### config.mk
export PLATFORM = sky130hd
export DESIGN_NAME = mips_dmem_responder
export DESIGN_NICKNAME = d
export VERILOG_FILES = /design/src/rtl/mips_dmem_responder.sv
export SDC_FILE = /design/constraint.sdc
export NUM_CORES = 2
export LEC_CHECK = 0
export ABC_AREA = 1
export ABC_CLOCK_PERIOD_IN_PS = 2900
export CORE_MARGIN = 2
export CORE_UTILIZATION = 35
export DETAILED_ROUTE_END_ITERATION = 16
export HOLD_SLACK_MARGIN = 0.12
export SYNTH_ARGS = -nofsm -noshare
export SYNTH_HDL_FRONTEND = slang
export SYNTH_SLANG_ARGS = --single-unit
### constraint.sdc
create_clock -name clk -period 2.9 [get_ports clk]
set_clock_uncertainty 0.2 [all_clocks]
set_input_delay 0.29 -clock clk [delete_from_list [all_inputs] [get_ports clk]]
set_output_delay 0.29 -clock clk [all_outputs]
set_load 0.01 [all_outputs]
### src/rtl/mips_dmem_responder.sv
// Wait-state data memory responder for a MIPS datapath: word-addressed RAM behind an IDLE/WAIT/DONE handshake.
// Define DMEM_MISALIGN_TRAP_EN to flag misaligned accesses on mem_err and suppress their effects.
module mips_dmem_responder #(
  parameter int DEPTH_WORDS = 64,
  parameter int WAIT_CYCLES = 2
) (
  input  logic        clk,
  input  logic        rst_n,
  input  logic        MemRead,
  input  logic        MemWrite,
  input  logic [31:0] ALU_result,
  input  logic [31:0] write_mem,
  output logic [31:0] read_mem,
  output logic        mem_ready,
  output logic        mem_err,
  output logic        busy
);

  // state | meaning
  // IDLE  | accepting a new request
  // WAIT  | burning wait states on the down-counter
  // DONE  | completing the captured request on the next edge

  localparam int AW = $clog2(DEPTH_WORDS);
  localparam logic [3:0] WAIT_LOAD = 4'(WAIT_CYCLES - 1);
`ifdef DMEM_MISALIGN_TRAP_EN
  localparam bit TRAP_EN = 1'b1;
`else
  localparam bit TRAP_EN = 1'b0;
`endif

  typedef enum logic [1:0] {IDLE, WAIT, DONE} state_t;

  state_t          state_q, state_d;
  logic [3:0]      cnt_q, cnt_d;
  logic [AW-1:0]   idx_q, idx_d;
  logic [31:0]     wdata_q, wdata_d;
  logic            wr_q, wr_d;
  logic            mis_q, mis_d;
  logic [31:0]     read_mem_q, read_mem_d;
  logic            mem_ready_q, mem_ready_d;
  logic            mem_err_q, mem_err_d;
  logic [31:0]     mem_q [DEPTH_WORDS];
  logic [31:0]     mem_d [DEPTH_WORDS];

  logic unused_addr;
  assign unused_addr = ^ALU_result[31:AW+2];

  always_comb begin
    state_d     = state_q;
    cnt_d       = cnt_q;
    idx_d       = idx_q;
    wdata_d     = wdata_q;
    wr_d        = wr_q;
    mis_d       = mis_q;
    read_mem_d  = read_mem_q;
    mem_ready_d = 1'b0;
    mem_err_d   = 1'b0;
    mem_d       = mem_q;
    case (state_q)
      IDLE: begin
        if (MemRead || MemWrite) begin
          idx_d   = ALU_result[AW+1:2];
          wdata_d = write_mem;
          wr_d    = MemWrite;
          mis_d   = TRAP_EN && (ALU_result[1:0] != 2'b00);
          cnt_d   = WAIT_LOAD;
          state_d = (WAIT_CYCLES == 0) ? DONE : WAIT;
        end
      end
      WAIT: begin
        if (cnt_q == 4'd0) state_d = DONE;
        else               cnt_d   = cnt_q - 4'd1;
      end
      DONE: begin
        state_d     = IDLE;
        mem_ready_d = 1'b1;
        // A trapped access must leave both memory and read data untouched.
        if (mis_q)     mem_err_d         = 1'b1;
        else if (wr_q) mem_d[idx_q]      = wdata_q;
        else           read_mem_d        = mem_q[idx_q];
      end
      default: state_d = IDLE;
    endcase
  end

  always_ff @(posedge clk) begin
    if (!rst_n) begin
      state_q     <= IDLE;
      cnt_q       <= '0;
      idx_q       <= '0;
      wdata_q     <= '0;
      wr_q        <= 1'b0;
      mis_q       <= 1'b0;
      read_mem_q  <= '0;
      mem_ready_q <= 1'b0;
      mem_err_q   <= 1'b0;
      mem_q       <= '{default: '0};
    end else begin
      state_q     <= state_d;
      cnt_q       <= cnt_d;
      idx_q       <= idx_d;
      wdata_q     <= wdata_d;
      wr_q        <= wr_d;
      mis_q       <= mis_d;
      read_mem_q  <= read_mem_d;
      mem_ready_q <= mem_ready_d;
      mem_err_q   <= mem_err_d;
      mem_q       <= mem_d;
    end
  end

  assign read_mem  = read_mem_q;
  assign mem_ready = mem_ready_q;
  assign mem_err   = TRAP_EN ? mem_err_q : 1'b0;
  assign busy      = (state_q != IDLE);

endmodule

After elaboration in Yosys (flattened, before gate mapping)
Index checks and enable logic that the tools add are counted.
W data, S select, Z words.
{ "totals": {"regBits": 2126, "inputBits": 68, "out_inout_bits": 35, "elab_cells": 105} }
{ "op_classes": {"n_addsub": 1, "order_cmp": 2, "eq_ne": 5, "n_mux": 13, "bitwise_logic": 2, "n_reduce_logical": 11} }
{ "ops": {"columns": ["operator", "n"], "rows": [
  ["$bwmux W2048", 1],
  ["$bmux W32 S6", 1],
  ["$demux W32 S6", 1],
  ["$mux W32", 3],
  ["$mux W4", 2],
  ["$pmux W4 S2", 1],
  ["$reduce_and A2 Y1", 4],
  ["$ge A7 B7 Y1 const B", 1],
  ["$lt A7 B1 Y1 const B", 1],
  ["$not A6 Y7", 1],
  ["$ne A2 B2 Y1 const B", 3],
  ["$logic_not A4 Y1", 1],
  ["$mux W2", 2],
  ["$pmux W2 S2", 1],
  ["$reduce_bool A2 Y1", 2],
  ["$sub A4 B1 Y4 const B", 1],
  ["$reduce_and A3 Y1", 1],
  ["$eq A2 B1 Y1 const B", 1],
  ["$eq A2 B2 Y1 const B", 1],
  ["$logic_not A2 Y1", 1],
  ["$logic_and A1 B1 Y1", 1],
  ["$logic_or A1 B1 Y1", 1],
  ["$mux W1", 1],
  ["$not A1 Y1", 1]
]} }

Logic depth before layout (Yosys ltp)
{ "depth": {"word_depth": 6, "depth_mapped": 17, "depth_no_buf": 13} }

Worst setup path after synthesis
No wires, ideal clock.
{ "synth_path": {"path_kind": "flip-flop to flip-flop", "startpoint": "register idx_q[0]", "endpoint": "register mem_q[139] (netlist bit)", "setup_ps": 133, "arrival_ps": 1756, "required_time_ps": 2567, "path_slack_ps": 812, "path_stages_with_launch": 10, "n_path_buf": 4, "period_less_slack_ps": 2088, "cell_sequence": "dfxtp_1 -> buf_2 -> inv_2 -> clkbuf_1 -> nor2_1 -> nand2_1 -> nor2_1 -> clkbuf_1 -> buf_2 -> a21oi_1"} }
{ "synth_via": {"elab_chain_cells": 6, "word_cells_on_any_way": 7, "classes_between": "order compare (2); mux (3); bitwise (1); reduce/logical (1)"} }
{ "synth_rtl": {"columns": ["element", "line_no", "rtl"], "rows": [
  ["start: declaration", "36", "logic [AW-1:0] idx_q, idx_d;"],
  ["start signal: assignment", "102", "idx_q <= idx_d;"],
  ["$not A6 Y7 (not written as such) (*)", "80", "else if (wr_q) mem_d[idx_q] = wdata_q;"],
  ["$ge A7 B7 Y1 (not written as such) / $lt A7 B1 Y1 (equally long branches)", "80", null],
  ["$logic_and A1 B1 Y1 (not written as such)", "80", null],
  ["$mux W32 (not written as such)", "80", null],
  ["$demux W32 S6 (*)", "80", null],
  ["$bwmux W2048 (*)", "80", null],
  ["end signal: assignment", "109", "mem_q <= mem_d;"],
  ["end: declaration", "43", "logic [31:0] mem_q [DEPTH_WORDS];"]
]} }
Mark *: on every way between the ends. The rest lies on a longest branch, timed or not.
A chain may end at the register's enable or synchronous reset.

Worst setup path in the final report
{ "layout_path": {"startpoint": "register idx_q[3]", "endpoint": "register mem_q[1653] (netlist bit)"} }
The elaborated chain is that of the path after synthesis.

==> impl_results.html <==
<table>
<tr><th>Metric</th><th>Value</th></tr>
<tr><th colspan="2">Worst setup path</th></tr>
<tr><td>Worst setup path class</td><td>register to register</td></tr>
<tr><td>Crit path max-delay cell type</td><td>dfxtp_1</td></tr>
<tr><td>Cell mode on critical path</td><td>inv_2</td></tr>
<tr><td>Crit. End Element</td><td>register</td></tr>
<tr><td>Delay-heaviest family, CP</td><td>simple AND/OR/NAND/NOR gates</td></tr>
<tr><td>Top fanout value on the critical path</td><td>26</td></tr>
<tr><td>Kind of start point of the critical path</td><td>register</td></tr>
<tr><td>Data arrival time of the worst path</td><td>3.32 ns</td></tr>
<tr><td>Critical path buffers and inverters</td><td>3</td></tr>
<tr><td>Required time at the endpoint of the critical path</td><td>3.48 ns</td></tr>
<tr><td>Crit-path cells</td><td>inv_2 -&gt; nor3_4 -&gt; inv_2 -&gt; nor2_4 -&gt; buf_12 -&gt; o21ai_0 -&gt; a21oi_1</td></tr>
<tr><td>CP max stage delay</td><td>between 0.5 and 0.6 ns</td></tr>
<tr><th colspan="2">Route</th></tr>
<tr><td>DRT Pass-1 Iters</td><td>6</td></tr>
<tr><td>Vias</td><td>a little under 90000</td></tr>
<tr><td>Wire per inst</td><td>about 19 um</td></tr>
<tr><td>Routed metal-1 wirelength</td><td>approximately 160000 um</td></tr>
<tr><td>Drt total wl</td><td>around 330000 um</td></tr>
<tr><td>Met3 wire length</td><td>~19000 um</td></tr>
<tr><td>Residual DRC count</td><td>0</td></tr>
<tr><td>ANT nets after route</td><td>0</td></tr>
<tr><td>Number of design-rule violations left by the first detailed-router iteration</td><td>between 9000 and 10000</td></tr>
<tr><td>Met2 Wirelength</td><td>around 140000 um</td></tr>
<tr><td>Vias per inst</td><td>between 5 and 6</td></tr>
<tr><td>Top layer used by detailed routing</td><td>met5</td></tr>
<tr><th colspan="2">Cells and area</th></tr>
<tr><td>Fill cell total of the finished layout</td><td>about 28000</td></tr>
<tr><td>Fraction of layout cells with a size suffix above 1</td><td>0.0688</td></tr>
<tr><td>Post-route cell area</td><td>around 110000 um2</td></tr>
<tr><td>Fraction of the core area covered by cells at the end of the flow</td><td>0.407</td></tr>
<tr><td>Net count of the finished layout</td><td>13809</td></tr>
<tr><td>Area overhead of the layout relative to synthesis</td><td>15.7%</td></tr>
<tr><th colspan="2">Run</th></tr>
<tr><td>Maximum Capacitance Violations</td><td>0</td></tr>
<tr><th colspan="2">CTS</th></tr>
<tr><td>TritonCTS clock tree</td><td>built</td></tr>
<tr><td>Post-CTS Repair Setup Buffers</td><td>0</td></tr>
<tr><td>Number of H-tree levels</td><td>4</td></tr>
<tr><td>Maximum clock path buffer count</td><td>3</td></tr>
<tr><td>Clock Root Buffer</td><td>clkbuf_16</td></tr>
<tr><td>Clock transition time at the flip-flop clock pins of the worst setup and hold paths</td><td>~0.070 ns</td></tr>
<tr><td>TritonCTS Buffers</td><td>219</td></tr>
<tr><td>Clock latency on the worst-skew pair</td><td>around 0.88 ns</td></tr>
<tr><td>Number of clock sinks seen by CTS</td><td>2126</td></tr>
<tr><th colspan="2">Placed design</th></tr>
<tr><td>Gp weighted congestion</td><td>roughly 0.9</td></tr>
<tr><td>Port Buffers</td><td>75</td></tr>
<tr><td>Placed Area</td><td>99900 um2</td></tr>
<tr><td>HPWL after detailed placement</td><td>203000 um</td></tr>
<tr><th colspan="2">Timing</th></tr>
<tr><td>Setup repair after global routing missed its margin</td><td>no</td></tr>
<tr><td>Number of endpoints with negative hold slack in the final report</td><td>0</td></tr>
<tr><td>Fin crit period</td><td>2.74 ns</td></tr>
<tr><td>Final period util</td><td>0.944</td></tr>
<tr><td>Max-slew violation count</td><td>0</td></tr>
<tr><td>Tightest slew margin relative to the limit</td><td>0.325</td></tr>
<tr><td>Actual slew at the worst max-slew pin</td><td>1.01 ns</td></tr>
<tr><td>Number of setup violations in the final report</td><td>0</td></tr>
<tr><td>Maximum operating frequency</td><td>between 300 and 400 MHz</td></tr>
<tr><td>Total negative slack for setup checks</td><td>0 ns</td></tr>
<tr><th colspan="2">Synthesis</th></tr>
<tr><td>Post-synthesis cell type count</td><td>23</td></tr>
<tr><td>Total of warnings raised by yosys</td><td>0</td></tr>
<tr><td>Most used standard cells in the synthesized netlist</td><td>5634 x nand2_1, 2126 x dfxtp_1, 2120 x o21ai_0</td></tr>
<tr><td>Post-Synthesis Net Count</td><td>approximately 14000</td></tr>
<tr><td>Post-synth EDFFs</td><td>0</td></tr>
<tr><td>Number of register bits inferred by synthesis</td><td>2126</td></tr>
<tr><td>Async set-or-reset flop fraction in the synthesized netlist</td><td>0</td></tr>
<tr><td>Mean Syn Cell Area</td><td>6.56 um2</td></tr>
<tr><td>Cell type with the highest aggregate area in the netlist</td><td>dfxtp_1</td></tr>
<tr><td>Most instantiated library cell after synthesis</td><td>nand2_1</td></tr>
<tr><td>Share of the yosys chip area belonging to registers</td><td>0.457</td></tr>
<tr><td>Cell types occupying the most area after synthesis</td><td>dfxtp_1 46%, nand2_1 23%, o21ai_0 11%</td></tr>
<tr><td>Syn Std Cell Area</td><td>just over 90000 um2</td></tr>
<tr><td>Count of mapped cells out of synthesis</td><td>roughly 14000</td></tr>
<tr><td>Flip-flop cell with the highest count after synthesis</td><td>dfxtp_1</td></tr>
<tr><td>Portion of synthesized cell area occupied by the leading cell type</td><td>0.457</td></tr>
<tr><th colspan="2">GRT</th></tr>
<tr><td>Total congestion overflow</td><td>0</td></tr>
<tr><td>Initial antenna violation count</td><td>7</td></tr>
<tr><td>Maximum number of pins on one net before global-route repair</td><td>168</td></tr>
<tr><td>Gr usage total</td><td>0.234</td></tr>
<tr><td>Via count of the first global-routing pass</td><td>between 70000 and 80000</td></tr>
<tr><td>Global-route wire length before repair</td><td>501000 um</td></tr>
<tr><th colspan="2">Floorplanning</th></tr>
<tr><td>Horizontal die dimension</td><td>a little over 500 um</td></tr>
<tr><td>Number of primary I/O pins</td><td>approximately 100</td></tr>
<tr><td>Die area</td><td>270000 um2</td></tr>
<tr><td>Core outline area</td><td>roughly 260000 um2</td></tr>
<tr><td>Die height</td><td>between 500 and 600 um</td></tr>
<tr><td>Initial core utilization</td><td>0.352</td></tr>
<tr><td>FP Rows</td><td>189</td></tr>
<tr><th colspan="2">Hold path</th></tr>
<tr><td>Worst min-delay path category</td><td>primary input to register</td></tr>
<tr><th colspan="2">Pwr</th></tr>
<tr><td>Static leakage power</td><td>49.3 nW</td></tr>
<tr><td>Peak supply drop</td><td>between 0.0006 and 0.0007 V</td></tr>
<tr><td>Overall power of the completed layout</td><td>between 60 and 70 mW</td></tr>
<tr><td>Power density relative to cell area</td><td>between 600 and 700 nW/um2</td></tr>
<tr><th colspan="2">Run status</th></tr>
<tr><td>Outcome</td><td>completed</td></tr>
</table>
==> final timing paths <==
| check | from | to | slack (ns) | depth (start not counted) |
|---|---|---|---|---|
| worst max-delay path | idx_q[3] | mem_q[1653] | 0.16 | 7 |
| worst min-delay path | write_mem[22] | wdata_q[22] | 0.16 | 3 |
| worst max register to register | idx_q[3] | mem_q[1653] | 0.16 | 7 |
| worst min register to register | mem_q[292] | mem_q[292] | 0.24 | 2 |
==> sequential cells by signal, summed over array words and instances (netlist names) <==
signal and count:
cnt_q 4, read_mem 32, state_q 2, wdata_q 32
idx_q 6, wr_q 1, mem_q 2048, mem_ready 1
==> worst register-to-register path, cell delays in order (launching register included) <==
cell     delay [ns]
dfxtp_1        0.55
inv_2          0.19
nor3_4         0.46
inv_2          0.32
nor2_4         0.43
buf_12         0.24
o21ai_0        0.13
a21oi_1        0.13
==> metrics by stage <==
stage	setup WS (ns)	std cells	hold WS, ns
6_report	0.162	17457	0.156
5_1_grt	0.0165	17457	0.143
4_1_cts	0.146	17455	0.134
3_5_place_dp	0.195	17006	0.234
3_3_place_gp	0.182	17006	0.230
2_1_floorplan	0.812	14198	0.224
==> what timing repair did <==
action                                   CTS  global route
resized for setup                          0             0
hold buffers                              45             0
endpoints found under the setup margin     0             1
hold endpoints to repair                1799             0
==> per-layer routing <==
metal,track usage,up-vias
li1,-,44559
met1,0.339,41547
met2,0.360,2513
met3,0.0271,431
met4,0.0776,4
met5,0,-
==> area by class of cell <==
type / instances / area [um2] / area share
sequential: 2126 / 42600 / 0.395
tap: 3533 / 4420 / 0.0410
clock buffer: 334 / 6640 / 0.0616
multi-input combinational: 10574 / 45200 / 0.420
clock inverter: 70 / 815 / 0.00756
antenna: 2 / 5.00 / 0.0000464
inverter: 247 / 951 / 0.00882
timing repair buffer: 571 / 7090 / 0.0658
==> report_power, final <==
part           leakage [nW]  internal (mW)  switching [mW]
clock                  3.70           16.9            12.5
sequential             17.1           29.4           0.419
combinational          28.5           1.79            5.99
total                  49.3           48.1            18.9
==> cells by family (layout without fill, tap and decap cells) <==
group / after synthesis / after routing / synth area share
other: 1 / 3 / 0.0000402
buffers and inverters: 1498 / 1222 / 0.0633
AND/OR/NAND/NOR: 6746 / 6746 / 0.273
flip-flops: 2126 / 2126 / 0.457
AO/OA/AOI/OAI: 3825 / 3825 / 0.206
adder cells (fa/ha/maj): 2 / 2 / 0.000269
==> placed cells by master (no fill, tap or decap), types with 5 or more instances in the layout <==
cell / count
nand2_1: 5632
o21ai_0: 2120
dfxtp_1: 2116
a21oi_1: 1659
nor2_1: 980
buf_4: 251
clkbuf_16: 226
buf_12: 200
inv_1: 187
clkdlybuf4s50_1: 74
nor2_4: 63
clkbuf_8: 58
inv_2: 56
clkbuf_1: 50
nand3_1: 49
clkinv_2: 45
dlygate4sd3_1: 45
o21a_1: 29
o21ai_1: 14
bufinv_16: 13
nor3_4: 7
dfxtp_4: 7
or2_2: 5
No activity file was read; power rests on OpenSTA's default activity.
